==> src/rtl/count_capture_fifo_pkg.sv <==
// count_capture_pkg: width helpers and the DEPTH legality check shared by the capture FIFO.
package count_capture_pkg;

    function automatic int ptr_w(input int depth);
        return $clog2(depth);
    endfunction

    function automatic int fill_w(input int depth);
        return $clog2(depth + 1);
    endfunction

    function automatic bit depth_ok(input int depth);
        return depth >= 2 && (depth & (depth - 1)) == 0;
    endfunction

endpackage

==> src/rtl/count_capture_fifo_rise_edge_det.sv <==
// rise_edge_det: one-cycle pulse on each 0->1 transition of d.
module rise_edge_det (
    input  logic clk,
    input  logic rstn,
    input  logic d,
    output logic rise
);
    logic evt_d_q;

    always_ff @(posedge clk or negedge rstn) begin
        if (!rstn) evt_d_q <= 1'b0;
        else       evt_d_q <= d;
    end

    assign rise = d && !evt_d_q;
endmodule

==> src/rtl/count_capture_fifo.sv <==
// count_capture_fifo: timestamps event rising edges with the live counter value
// and queues them for a valid/ready consumer, with a sticky overflow flag.
module count_capture_fifo
    import count_capture_pkg::*;
#(
    parameter int CNT_W = 3,
    parameter int DEPTH = 4
) (
    input  logic                      clk,
    input  logic                      rstn,
    input  logic [CNT_W-1:0]          cnt_in,
    input  logic                      en,
    input  logic                      evt_in,
    output logic                      m_valid,
    input  logic                      m_ready,
    output logic [CNT_W-1:0]          m_data,
    output logic [fill_w(DEPTH)-1:0]  fill,
    output logic                      ovf,
    input  logic                      clr_ovf
);
    localparam int PTR_W = ptr_w(DEPTH);
    localparam int FILL_W = fill_w(DEPTH);
    localparam logic [FILL_W-1:0] FULL = FILL_W'(DEPTH);

    if (!depth_ok(DEPTH)) begin : g_bad_depth
        $error("DEPTH must be a power of 2 and at least 2");
    end

    logic [CNT_W-1:0]  mem_q [DEPTH];
    logic [PTR_W-1:0]  wr_ptr_q, wr_ptr_d, rd_ptr_q, rd_ptr_d;
    logic [FILL_W-1:0] fill_q, fill_d;
    logic              ovf_q, ovf_d;
    logic              rise, push, pop, full, wr, drop;

    rise_edge_det u_rise (
        .clk  (clk),
        .rstn (rstn),
        .d    (evt_in),
        .rise (rise)
    );

    assign m_valid = fill_q != '0;
    assign m_data  = m_valid ? mem_q[rd_ptr_q] : '0;
    assign fill    = fill_q;
    assign ovf     = ovf_q;

    // A simultaneous pop frees the slot, so a push into a full FIFO still lands.
    always_comb begin
        full     = fill_q == FULL;
        push     = rise && en;
        pop      = m_valid && m_ready;
        wr       = push && (!full || pop);
        drop     = push && full && !pop;
        wr_ptr_d = wr ? wr_ptr_q + PTR_W'(1) : wr_ptr_q;
        rd_ptr_d = pop ? rd_ptr_q + PTR_W'(1) : rd_ptr_q;
        fill_d   = (wr && !pop) ? fill_q + FILL_W'(1) :
                   (pop && !wr) ? fill_q - FILL_W'(1) : fill_q;
        ovf_d    = drop || (ovf_q && !clr_ovf);
    end

    always_ff @(posedge clk or negedge rstn) begin
        if (!rstn) begin
            wr_ptr_q <= '0;
            rd_ptr_q <= '0;
            fill_q   <= '0;
            ovf_q    <= 1'b0;
        end else begin
            wr_ptr_q <= wr_ptr_d;
            rd_ptr_q <= rd_ptr_d;
            fill_q   <= fill_d;
            ovf_q    <= ovf_d;
        end
    end

    always_ff @(posedge clk) begin
        if (wr) mem_q[wr_ptr_q] <= cnt_in;
    end
endmodule

==> config.mk <==
export PLATFORM = sky130hd
export DESIGN_NAME = count_capture_fifo
export DESIGN_NICKNAME = d
export VERILOG_FILES = /design/src/rtl/count_capture_fifo_pkg.sv /design/src/rtl/count_capture_fifo_rise_edge_det.sv /design/src/rtl/count_capture_fifo.sv
export SDC_FILE = /design/constraint.sdc
export NUM_CORES = 1
export LEC_CHECK = 0
export CORE_MARGIN = 2
export CORE_UTILIZATION = 45
export CTS_CLUSTER_DIAMETER = 80
export CTS_CLUSTER_SIZE = 25
export DETAILED_ROUTE_END_ITERATION = 7
export HOLD_SLACK_MARGIN = 0.03
export PLACE_DENSITY = 0.78
export SLEW_MARGIN = 30
export SYNTH_ARGS = -nofsm -noshare
export SYNTH_HDL_FRONTEND = slang
export SYNTH_HIERARCHICAL = 1
export SYNTH_SLANG_ARGS = --single-unit
==> constraint.sdc <==
create_clock -name clk -period 2.15 [get_ports clk]
set_clock_uncertainty 0.1 [all_clocks]
set_input_delay 0.215 -clock clk [delete_from_list [all_inputs] [get_ports clk]]
set_output_delay 0.215 -clock clk [all_outputs]
set_load 0.03 [all_outputs]
==> results.sh, run 1 <==
export IMPL_syn_inst=61
export IMPL_ios=17
export IMPL_fin_ws_ps=118
export IMPL_drt_first_pass_iters=2
export IMPL_setup_viol=0
export IMPL_critPathCaptureType="register"
export IMPL_cts_buffers_inserted=3
export IMPL_nFillCells=155
export IMPL_core_sq_um=2000
export IMPL_synth_fp_nets=76
export IMPL_yosysUniqueCellTypes=22
export IMPL_grt_max_degree=13
export IMPL_grt_use_total_pct=15.1
export IMPL_max_slew_margin_rel_pct=72.2
export IMPL_ant_nets=0
export IMPL_r2r_slack_ps=120
export IMPL_post_synth_top_count_cell="edfxtp_1"
export IMPL_die_area_sq_um=2550
export IMPL_clk_latency_ps=300
export IMPL_multiInputGateArea_sq_um=382
export IMPL_wirelength_microns=1580
export IMPL_synth_edff_count=12
export IMPL_seq_area_sq_um=591
export IMPL_grt_pass1_wl_microns=2790
export IMPL_reg2reg_depth=8
export IMPL_synthArstFlopShare_pct=42.9
export IMPL_postCtsHoldBufs=0
export IMPL_path_max_fanout=3
export IMPL_rows=16
export IMPL_synth_top_cell_by_area="edfxtp_1"
export IMPL_power_density_nw_per_um2=1210
export IMPL_initial_utilization_pct=48.6
export IMPL_cts_root_buf="clkbuf_4"
export IMPL_required_ps=2280
export IMPL_power_leakage_uw=0.000490
export IMPL_hpwl_microns=1290
export IMPL_fmax_ghz=0.492
export IMPL_vdd_drop_max_uv=624
export IMPL_vias=538
export IMPL_via_per_inst=4.72
export IMPL_worst_pin_slew_ps=416
export IMPL_clkSlewWorstSetupHoldPaths_ps=110
export IMPL_synth_flop_cell="edfxtp_1"
export IMPL_rsz0062_at_grt="false"
export IMPL_hold_class="in2async"
export IMPL_port_buffers=16
export IMPL_synth_top_cells_by_count="12 x edfxtp_1, 9 x dfrtp_1, 7 x and2_1"
export IMPL_clock_path_buffers=2
export IMPL_grt_overflow_total=0
export IMPL_cp_start_kind="register"
export IMPL_synth_top_area_share_pct=37.0
export IMPL_post_drt_wl_per_cell_microns=13.9
export IMPL_first_global_vias=638
export IMPL_num_antenna_cells=0
export IMPL_netlist_top_cells_area="edfxtp_1 37%, dfrtp_1 23%, mux4_2 6.9%"
export IMPL_synth_warnings=6
export IMPL_timing_final_crit_share_pct=94.5
export IMPL_place_ws_ps=-60.7
export IMPL_die_h_microns=50.5
export IMPL_drc=0
export IMPL_drive_above_1_share_pct=35.6
export IMPL_dieWidth_microns=50.5
export IMPL_cts_tree="done"
export IMPL_hold_viol_final=0
export IMPL_gp_routability_congestion=0.701
export IMPL_r2r_end="fill[2]"
export IMPL_area_delta_synth_final_pct=30.6
export IMPL_hold_ws_ps=97.5
export IMPL_syn_area_sq_um=973
export IMPL_drv_cap=0
export IMPL_syn_area_per_cell_sq_um=16.0
export IMPL_initialDrtViolationCount=8
export IMPL_nets=103
export IMPL_crit_arrival_ps=2160
export IMPL_drv_slew=0
export IMPL_antenna_found_initial=0
export IMPL_cts_sinks=21
export IMPL_post_cts_buffers=0
export IMPL_setup_worst_path_class="reg2reg"
export IMPL_reg2reg_from="fill[1]"
export IMPL_synth_seq_cells=21
export IMPL_min_period_ps=2030
export IMPL_synth_yosys_seq_area_share_pct=60.2
export IMPL_h_tree_depth=1
export IMPL_outcome="finished, final reports clean"
## report_power, final
group / switching (uW) / leakage, uW / internal [uW]
clock network: 116 / 0.0000177 / 69.3
logic: 355 / 0.000261 / 389
registers: 94.2 / 0.000212 / 520
total: 565 / 0.000490 / 978
## final cells by class
class / instances / share of cell area [%]
Clock inverter: 1 / 0.394
Clock buffer: 3 / 1.77
Tap cell: 27 / 2.66
Sequential cell: 21 / 46.5
Inverter: 4 / 1.18
Multi-Input combinational cell: 34 / 30.0
Timing Repair Buffer: 24 / 17.5
## per-stage QoR
step | TNS [ps] | power (uW) | area (sq um) | util, % | std cells
3_3_place_gp | -43.1 | 1350 | 1230 | 61.7 | 110
3_5_place_dp | -112 | 1380 | 1230 | 61.7 | 110
4_1_cts | 0 | 1550 | 1270 | 63.2 | 114
6_report | 0 | 1540 | 1270 | 63.5 | 114
2_1_floorplan | -27.5 | 1120 | 1000 | - | 61
5_1_grt | 0 | 1650 | 1270 | 63.5 | 114
## sequential cells by signal, indices dropped and copies added (netlist names)
name / flops
fill: 3
rd_ptr_q: 2
ovf: 1
u_rise/evt_d_q: 1
wr_ptr_q: 2
mem_q: 12
## metal layers
metal	part of all wire (%)	vias to the layer above	GRT usage, %
met1	42	260	16.8
met2	53	11	25.9
met5	0	-	0
met4	1.8	0	9.91
li1	-	263	-
met3	3.0	4	3.27
## layout by cell type, fill, tap and decap left out, drive strengths merged
master and n:
mux2 2, buf 8, and2 7, or3 1
ha 5, mux4 3, nand3 2, nor4b 1
dfrtp 9, clkdlybuf4s15 3, edfxtp 12, clkinv 1
clkdlybuf4s50 12, clkbuf 3, nor2b 1, xor2 2
inv 4, nand2 2, dlygate4sd2 1, fa 1
nor2 2, o21ai 1, xnor2 4
## repair_timing
item                       CTS  global route
pin swaps                    0             1
setup endpoints to repair    4             4
gates resized for setup     11             1
## cells by family after synthesis
kind of cell / Yosys count / share of synthesized area, %
compound gates: 1 / 0.514
simple gates: 16 / 12.6
fa+ha+maj: 6 / 8.48
buf+inv: 6 / 3.21
mux: 5 / 9.64
xor+xnor: 6 / 5.40
flops: 21 / 60.2
## how the worst max path moves through the flow
stage	startpoint	to	cells after the start
after floorplan	fill[1]	fill[2]	9
after global placement	m_ready	fill[1]	7
after detailed placement	m_ready	fill[1]	7
after CTS	fill[1]	fill[2]	8
after global routing	fill[1]	fill[2]	8
final	fill[1]	fill[2]	8
## critical path, cell delays in order (launching register included)
cell,delay (ps)
dfrtp_2,450
or3_4,420
nand2_4,90
ha_4,130
inv_1,50
fa_2,330
xor2_1,140
nor2_1,110
xor2_1,150
Power figures use the tool's default switching activity.
==> inputs of run 2 (changes only) <==
--- a/config.mk
+++ b/config.mk
@@ -5,13 +5,15 @@
 export SDC_FILE = /design/constraint.sdc
 export NUM_CORES = 1
 export LEC_CHECK = 0
+export CELL_PAD_IN_SITES_DETAIL_PLACEMENT = 0
+export CELL_PAD_IN_SITES_GLOBAL_PLACEMENT = 1
 export CORE_MARGIN = 2
-export CORE_UTILIZATION = 45
+export CORE_UTILIZATION = 38
 export CTS_CLUSTER_DIAMETER = 80
-export CTS_CLUSTER_SIZE = 25
+export CTS_CLUSTER_SIZE = 8
 export DETAILED_ROUTE_END_ITERATION = 7
 export HOLD_SLACK_MARGIN = 0.03
-export PLACE_DENSITY = 0.78
+export PLACE_DENSITY = 0.79
 export SLEW_MARGIN = 30
 export SYNTH_ARGS = -nofsm -noshare
 export SYNTH_HDL_FRONTEND = slang
==> run 2 against run 1 <==
Against the previous run:
- utilization is 11 points lower
- largest power group unchanged
- global-route usage is 3.3 points lower
- register-to-register slack hardly changed
==> results.sh, run 2 (same netlist as run 1, synthesis figures left out) <==
export IMPL_clkSlewWorstSetupHoldPaths_ps=120
export IMPL_grt_pass1_wl_microns=2390
export IMPL_power_uw=1560
export IMPL_gp_routability_congestion=0.695
export IMPL_post_drt_wl_per_cell_microns=12.9
export IMPL_drive_above_1_share_pct=34.4
export IMPL_via_per_inst=4.64
export IMPL_crit_arrival_ps=1770
export IMPL_largest_reg_flops=12
export IMPL_p_int_uw=988
export IMPL_p_comb_share_pct=48.4
export IMPL_cts_buffers_inserted=3
export IMPL_drt_first_pass_iters=2
export IMPL_min_period_ps=2090
export IMPL_fin_ws_ps=64.6
export IMPL_utilization_pct=52.7
export IMPL_vdd_drop_max_uv=570
export IMPL_area_delta_synth_final_pct=32.9
export IMPL_place_ws_ps=-75.3
export IMPL_setup_worst_path_class="reg2out"
export IMPL_rows=18
export IMPL_critPathCaptureType="output port"
export IMPL_h_tree_depth=1
export IMPL_max_slew_margin_rel_pct=68.7
export IMPL_cp_start_kind="register"
export IMPL_reg2reg_depth=7
export IMPL_die_h_microns=54.6
export IMPL_rsz0062_at_grt="false"
export IMPL_ios=17
export IMPL_clock_path_buffers=2
export IMPL_worst_pin_slew_ps=468
export IMPL_dp_cells=114
export IMPL_hold_ws_ps=113
export IMPL_power_density_nw_per_um2=1210
export IMPL_wirelength_microns=1550
export IMPL_cts_root_buf="clkbuf_4"
export IMPL_die_area_sq_um=2980
export IMPL_hold_class="in2async"
export IMPL_required_ps=1840
export IMPL_hold_viol_final=0
export IMPL_crit_slowest_cell="dfrtp_2"
export IMPL_nets=106
export IMPL_drv_cap=0
export IMPL_initial_utilization_pct=39.7
export IMPL_cts_sinks=21
export IMPL_finalNonFillerCells=120
export IMPL_path_cells="or3_4 -> buf_4 -> and2_1 -> clkdlybuf4s15_1"
export IMPL_grt_max_degree=14
export IMPL_first_global_vias=549
export IMPL_ant_nets=0
export IMPL_power_switching_share_pct=36.7
export IMPL_timing_critical_path_from="fill[0]"
export IMPL_initialDrtViolationCount=5
export IMPL_clk_latency_ps=310
export IMPL_critPathMaxStageDelay_ps=470
export IMPL_power_leakage_uw=0.000501
export IMPL_path_max_fanout=5
export IMPL_seq_power_share_pct=39.0
export IMPL_dieWidth_microns=54.6
export IMPL_fmax_ghz=0.480
export IMPL_nFillCells=206
export IMPL_drc=0
export IMPL_vias=557
export IMPL_multiInputGateArea_sq_um=382
export IMPL_reg2reg_from="fill[1]"
export IMPL_regMostFlops="mem_q"
export IMPL_seq_area_sq_um=591
export IMPL_setup_viol=0
export IMPL_num_antenna_cells=0
export IMPL_final_cell_mix="12 x clkdlybuf4s50_1, 12 x edfxtp_1, 11 x buf_4"
export IMPL_grt_overflow_total=0
export IMPL_clkPwrFrac_pct=12.6
export IMPL_hpwl_microns=1190
export IMPL_antenna_found_initial=0
export IMPL_timing_final_crit_share_pct=97.0
export IMPL_grt_use_total_pct=11.8
export IMPL_port_buffers=16
export IMPL_postCtsHoldBufs=0
export IMPL_drv_slew=0
export IMPL_core_sq_um=2450
export IMPL_outcome="finished, final reports clean"
export IMPL_p_switching_uw=573
export IMPL_cts_tree="done"
-- run 2: cell types whose count changed in the layout (fill, tap and decap cells not counted) --
cell and change:
clkdlybuf4s15_2 -3, buf_4 +3, dlygate4sd2_1 +2, clkinv_2 -1, clkinvlp_4 +1, clkdlybuf4s15_1 +1
-- run 2: critical path: cells and delay by family (launching register included) --
| kind | cells | cell delay [ps] |
|---|---|---|
| flops | 1 | 470 |
| simple gates | 2 | 500 |
| buf+inv | 2 | 490 |
-- run 2: through the flow --
| step | instance area [sq um] | TNS, ps |
|---|---|---|
| 3_5_place_dp | 1250 | -112 |
| 2_1_floorplan | 1000 | -27.5 |
| 5_1_grt | 1290 | 0 |
| 6_report | 1290 | 0 |
| 4_1_cts | 1280 | 0 |
| 3_3_place_gp | 1250 | -26.7 |
-- run 2: power by group through the flow --
stage          Sequential (uW)  Combinational (uW)  Clock [uW]
3_3_place_gp               620                 763           0
2_1_floorplan              668                 448           0
6_report                   609                 755         197
3_5_place_dp               623                 769           0
5_1_grt                    624                 830         221
4_1_cts                    617                 744         202
-- run 2: layout make-up --
type,count,share of cell area (%)
Sequential cell,21,45.6
Multi-Input combinational cell,34,29.5
Timing Repair Buffer,27,18.5
Tap cell,30,2.90
Clock buffer,3,1.74
Inverter,4,1.16
Clock inverter,1,0.580
-- run 2: timing repair --
action / CTS / global route
endpoints found under the setup margin: 4 / 4
gates cloned: 0 / 0
setup buffers: 0 / 2
resized for setup: 6 / 1
hold endpoints to repair: 0 / 0
pin swaps: 0 / 2
-- run 2: final timing paths --
check	to	slack (ps)
max in group asynchronous	fill[1]	1490
min in group clk	u_rise/evt_d_q	280
min	wr_ptr_q[0]	110
max reg2reg	fill[1]	110
max	m_data[1]	60
min reg2reg	ovf	430
-- run 2: routing by layer --
metal  global-route usage [%]  part of all wire (%)  routed length, microns
met5                        0                     0                       0
met4                     6.25                   2.1                      32
met3                    0.820                   1.7                      26
met2                     21.6                    53                     816
met1                     13.6                    43                     672
==> inputs of run 3 (changes only) <==
--- a/config.mk
+++ b/config.mk
@@ -8,12 +8,13 @@
 export CELL_PAD_IN_SITES_DETAIL_PLACEMENT = 0
 export CELL_PAD_IN_SITES_GLOBAL_PLACEMENT = 1
 export CORE_MARGIN = 2
-export CORE_UTILIZATION = 38
+export CORE_UTILIZATION = 40
+export CTS_BUF_LIST = sky130_fd_sc_hd__clkbuf_2 sky130_fd_sc_hd__clkbuf_4 sky130_fd_sc_hd__clkbuf_8
 export CTS_CLUSTER_DIAMETER = 80
 export CTS_CLUSTER_SIZE = 8
 export DETAILED_ROUTE_END_ITERATION = 7
 export HOLD_SLACK_MARGIN = 0.03
-export PLACE_DENSITY = 0.79
+export PLACE_DENSITY = 0.83
 export SLEW_MARGIN = 30
 export SYNTH_ARGS = -nofsm -noshare
 export SYNTH_HDL_FRONTEND = slang
==> run 3 against run 2 <==
Against the previous run:
- largest cell class unchanged
- maximum frequency grew 2.0%
- utilization grew 3.0 points
- combinational power shrank 6.2%
- non-clock buffer count shrank 3
- register-to-register slack is essentially flat
- via count shrank 5.2%
- largest power group unchanged
==> results.sh, run 3 (same netlist as run 1, synthesis figures left out) <==
export IMPL_gp_routability_congestion=0.827
export IMPL_path_max_fanout=3
export IMPL_postCtsHoldBufs=0
export IMPL_p_switching_uw=550
export IMPL_first_global_vias=554
export IMPL_grt_max_degree=12
export IMPL_post_drt_wl_per_cell_microns=12.5
export IMPL_power_uw=1510
export IMPL_clock_path_buffers=2
export IMPL_core_sq_um=2250
export IMPL_clkSlewWorstSetupHoldPaths_ps=120
export IMPL_fin_ws_ps=106
export IMPL_max_slew_margin_rel_pct=72.2
export IMPL_nFillCells=191
export IMPL_power_switching_share_pct=36.3
export IMPL_die_area_sq_um=2840
export IMPL_drt_first_pass_iters=4
export IMPL_nets=103
export IMPL_dieWidth_microns=53.3
export IMPL_drive_above_1_share_pct=35.6
export IMPL_timing_final_crit_share_pct=95.1
export IMPL_seq_power_share_pct=40.5
export IMPL_p_int_uw=965
export IMPL_vias=528
export IMPL_num_antenna_cells=0
export IMPL_p_comb_share_pct=46.7
export IMPL_ios=17
export IMPL_outcome="finished, final reports clean"
export IMPL_area_delta_synth_final_pct=29.0
export IMPL_wirelength_microns=1430
export IMPL_min_period_ps=2040
export IMPL_place_ws_ps=-113
export IMPL_initial_utilization_pct=43.2
export IMPL_h_tree_depth=1
export IMPL_die_h_microns=53.3
export IMPL_critPathCaptureType="register"
export IMPL_cts_sinks=21
export IMPL_cts_buffers_inserted=3
export IMPL_fmax_ghz=0.489
export IMPL_grt_pass1_wl_microns=2460
export IMPL_crit_arrival_ps=2140
export IMPL_hold_class="in2async"
export IMPL_port_buffers=16
export IMPL_clk_latency_ps=300
export IMPL_rows=17
export IMPL_cts_root_buf="clkbuf_4"
export IMPL_worst_pin_slew_ps=415
export IMPL_power_leakage_uw=0.000490
export IMPL_final_cell_mix="12 x clkdlybuf4s50_1, 12 x edfxtp_1, 8 x buf_4"
export IMPL_regMostFlops="mem_q"
export IMPL_setup_worst_path_class="reg2reg"
export IMPL_drc=0
export IMPL_ant_nets=0
export IMPL_via_per_inst=4.59
export IMPL_r2r_slack_ps=110
export IMPL_cts_tree="done"
export IMPL_antenna_found_initial=0
export IMPL_drv_cap=0
export IMPL_grt_use_total_pct=12.8
export IMPL_initialDrtViolationCount=5
export IMPL_hold_viol_final=0
export IMPL_setup_viol=0
export IMPL_rsz0062_at_grt="false"
export IMPL_clkPwrFrac_pct=12.8
export IMPL_required_ps=2250
export IMPL_drv_slew=0
export IMPL_largest_reg_flops=12
export IMPL_grt_overflow_total=0
export IMPL_cp_start_kind="register"
export IMPL_power_density_nw_per_um2=1210
export IMPL_hpwl_microns=1150
export IMPL_vdd_drop_max_uv=585
[run 3: changes by cell type in the layout (fill, tap and decap cells not counted), sizes merged]
cell / delta
dlygate4sd2: -2
clkinvlp: -1
clkbuf: +4
clkdlybuf4s15: -1
buf: -3
[run 3: metal layers]
layer | GRT usage [%] | up-vias | part of all wire (%)
met3 | 1.69 | 2 | 2.9
met1 | 15.8 | 256 | 44
met4 | 8.97 | 0 | 1.9
li1 | - | 263 | -
met2 | 20.4 | 7 | 51
met5 | 0 | - | 0
[run 3: cell type report]
class                   count  area, sq um  share of cell area [%]
clock buffers               4         30.0                    2.39
inverters                   4         15.0                    1.20
multi-input cells          34          382                    30.4
flip-flops and latches     21          591                    47.0
well taps                  28         35.0                    2.79
repair buffers             24          204                    16.2
[run 3: what timing repair did]
item	4_1_cts	5_1_grt
pin swaps	0	3
gates resized for setup	8	4
setup endpoints to repair	4	4
setup buffers	0	0
[run 3: worst paths after layout]
kind,from,endpoint,cells after the start
setup / recovery,fill[1],fill[1],6
hold / removal,rstn,rd_ptr_q[1],1
setup reg to reg,fill[1],fill[1],6
hold reg to reg,ovf,ovf,2
max in group asynchronous,rstn,fill[1],1
min in group clk,evt_in,u_rise/evt_d_q,1
[run 3: critical path, cell delays in order, from the launching register on]
cell	delay, ps
dfrtp_2	450
nor4b_4	390
nor2_4	90
ha_4	170
inv_1	60
fa_2	420
mux2_2	270
[run 3: through the flow]
stage	instances	instance area (sq um)	setup TNS (ps)	hold WS, ps	utilization [%]
after detailed placement	111	1240	-201	414	54.8
after floorplan	61	1000	-27.5	-181	-
after global placement	111	1240	-54.3	410	54.8
final	115	1260	0	98.2	55.7
after global routing	115	1260	0	110	55.7
after CTS	115	1270	0	105	56.2
[run 3: power by group through the flow]
stage | Combinational [uW] | Clock [uW] | Sequential (uW)
2_1_floorplan | 448 | 0 | 668
3_3_place_gp | 740 | 0 | 616
3_5_place_dp | 753 | 0 | 620
4_1_cts | 730 | 202 | 613
5_1_grt | 781 | 217 | 633
6_report | 708 | 194 | 613
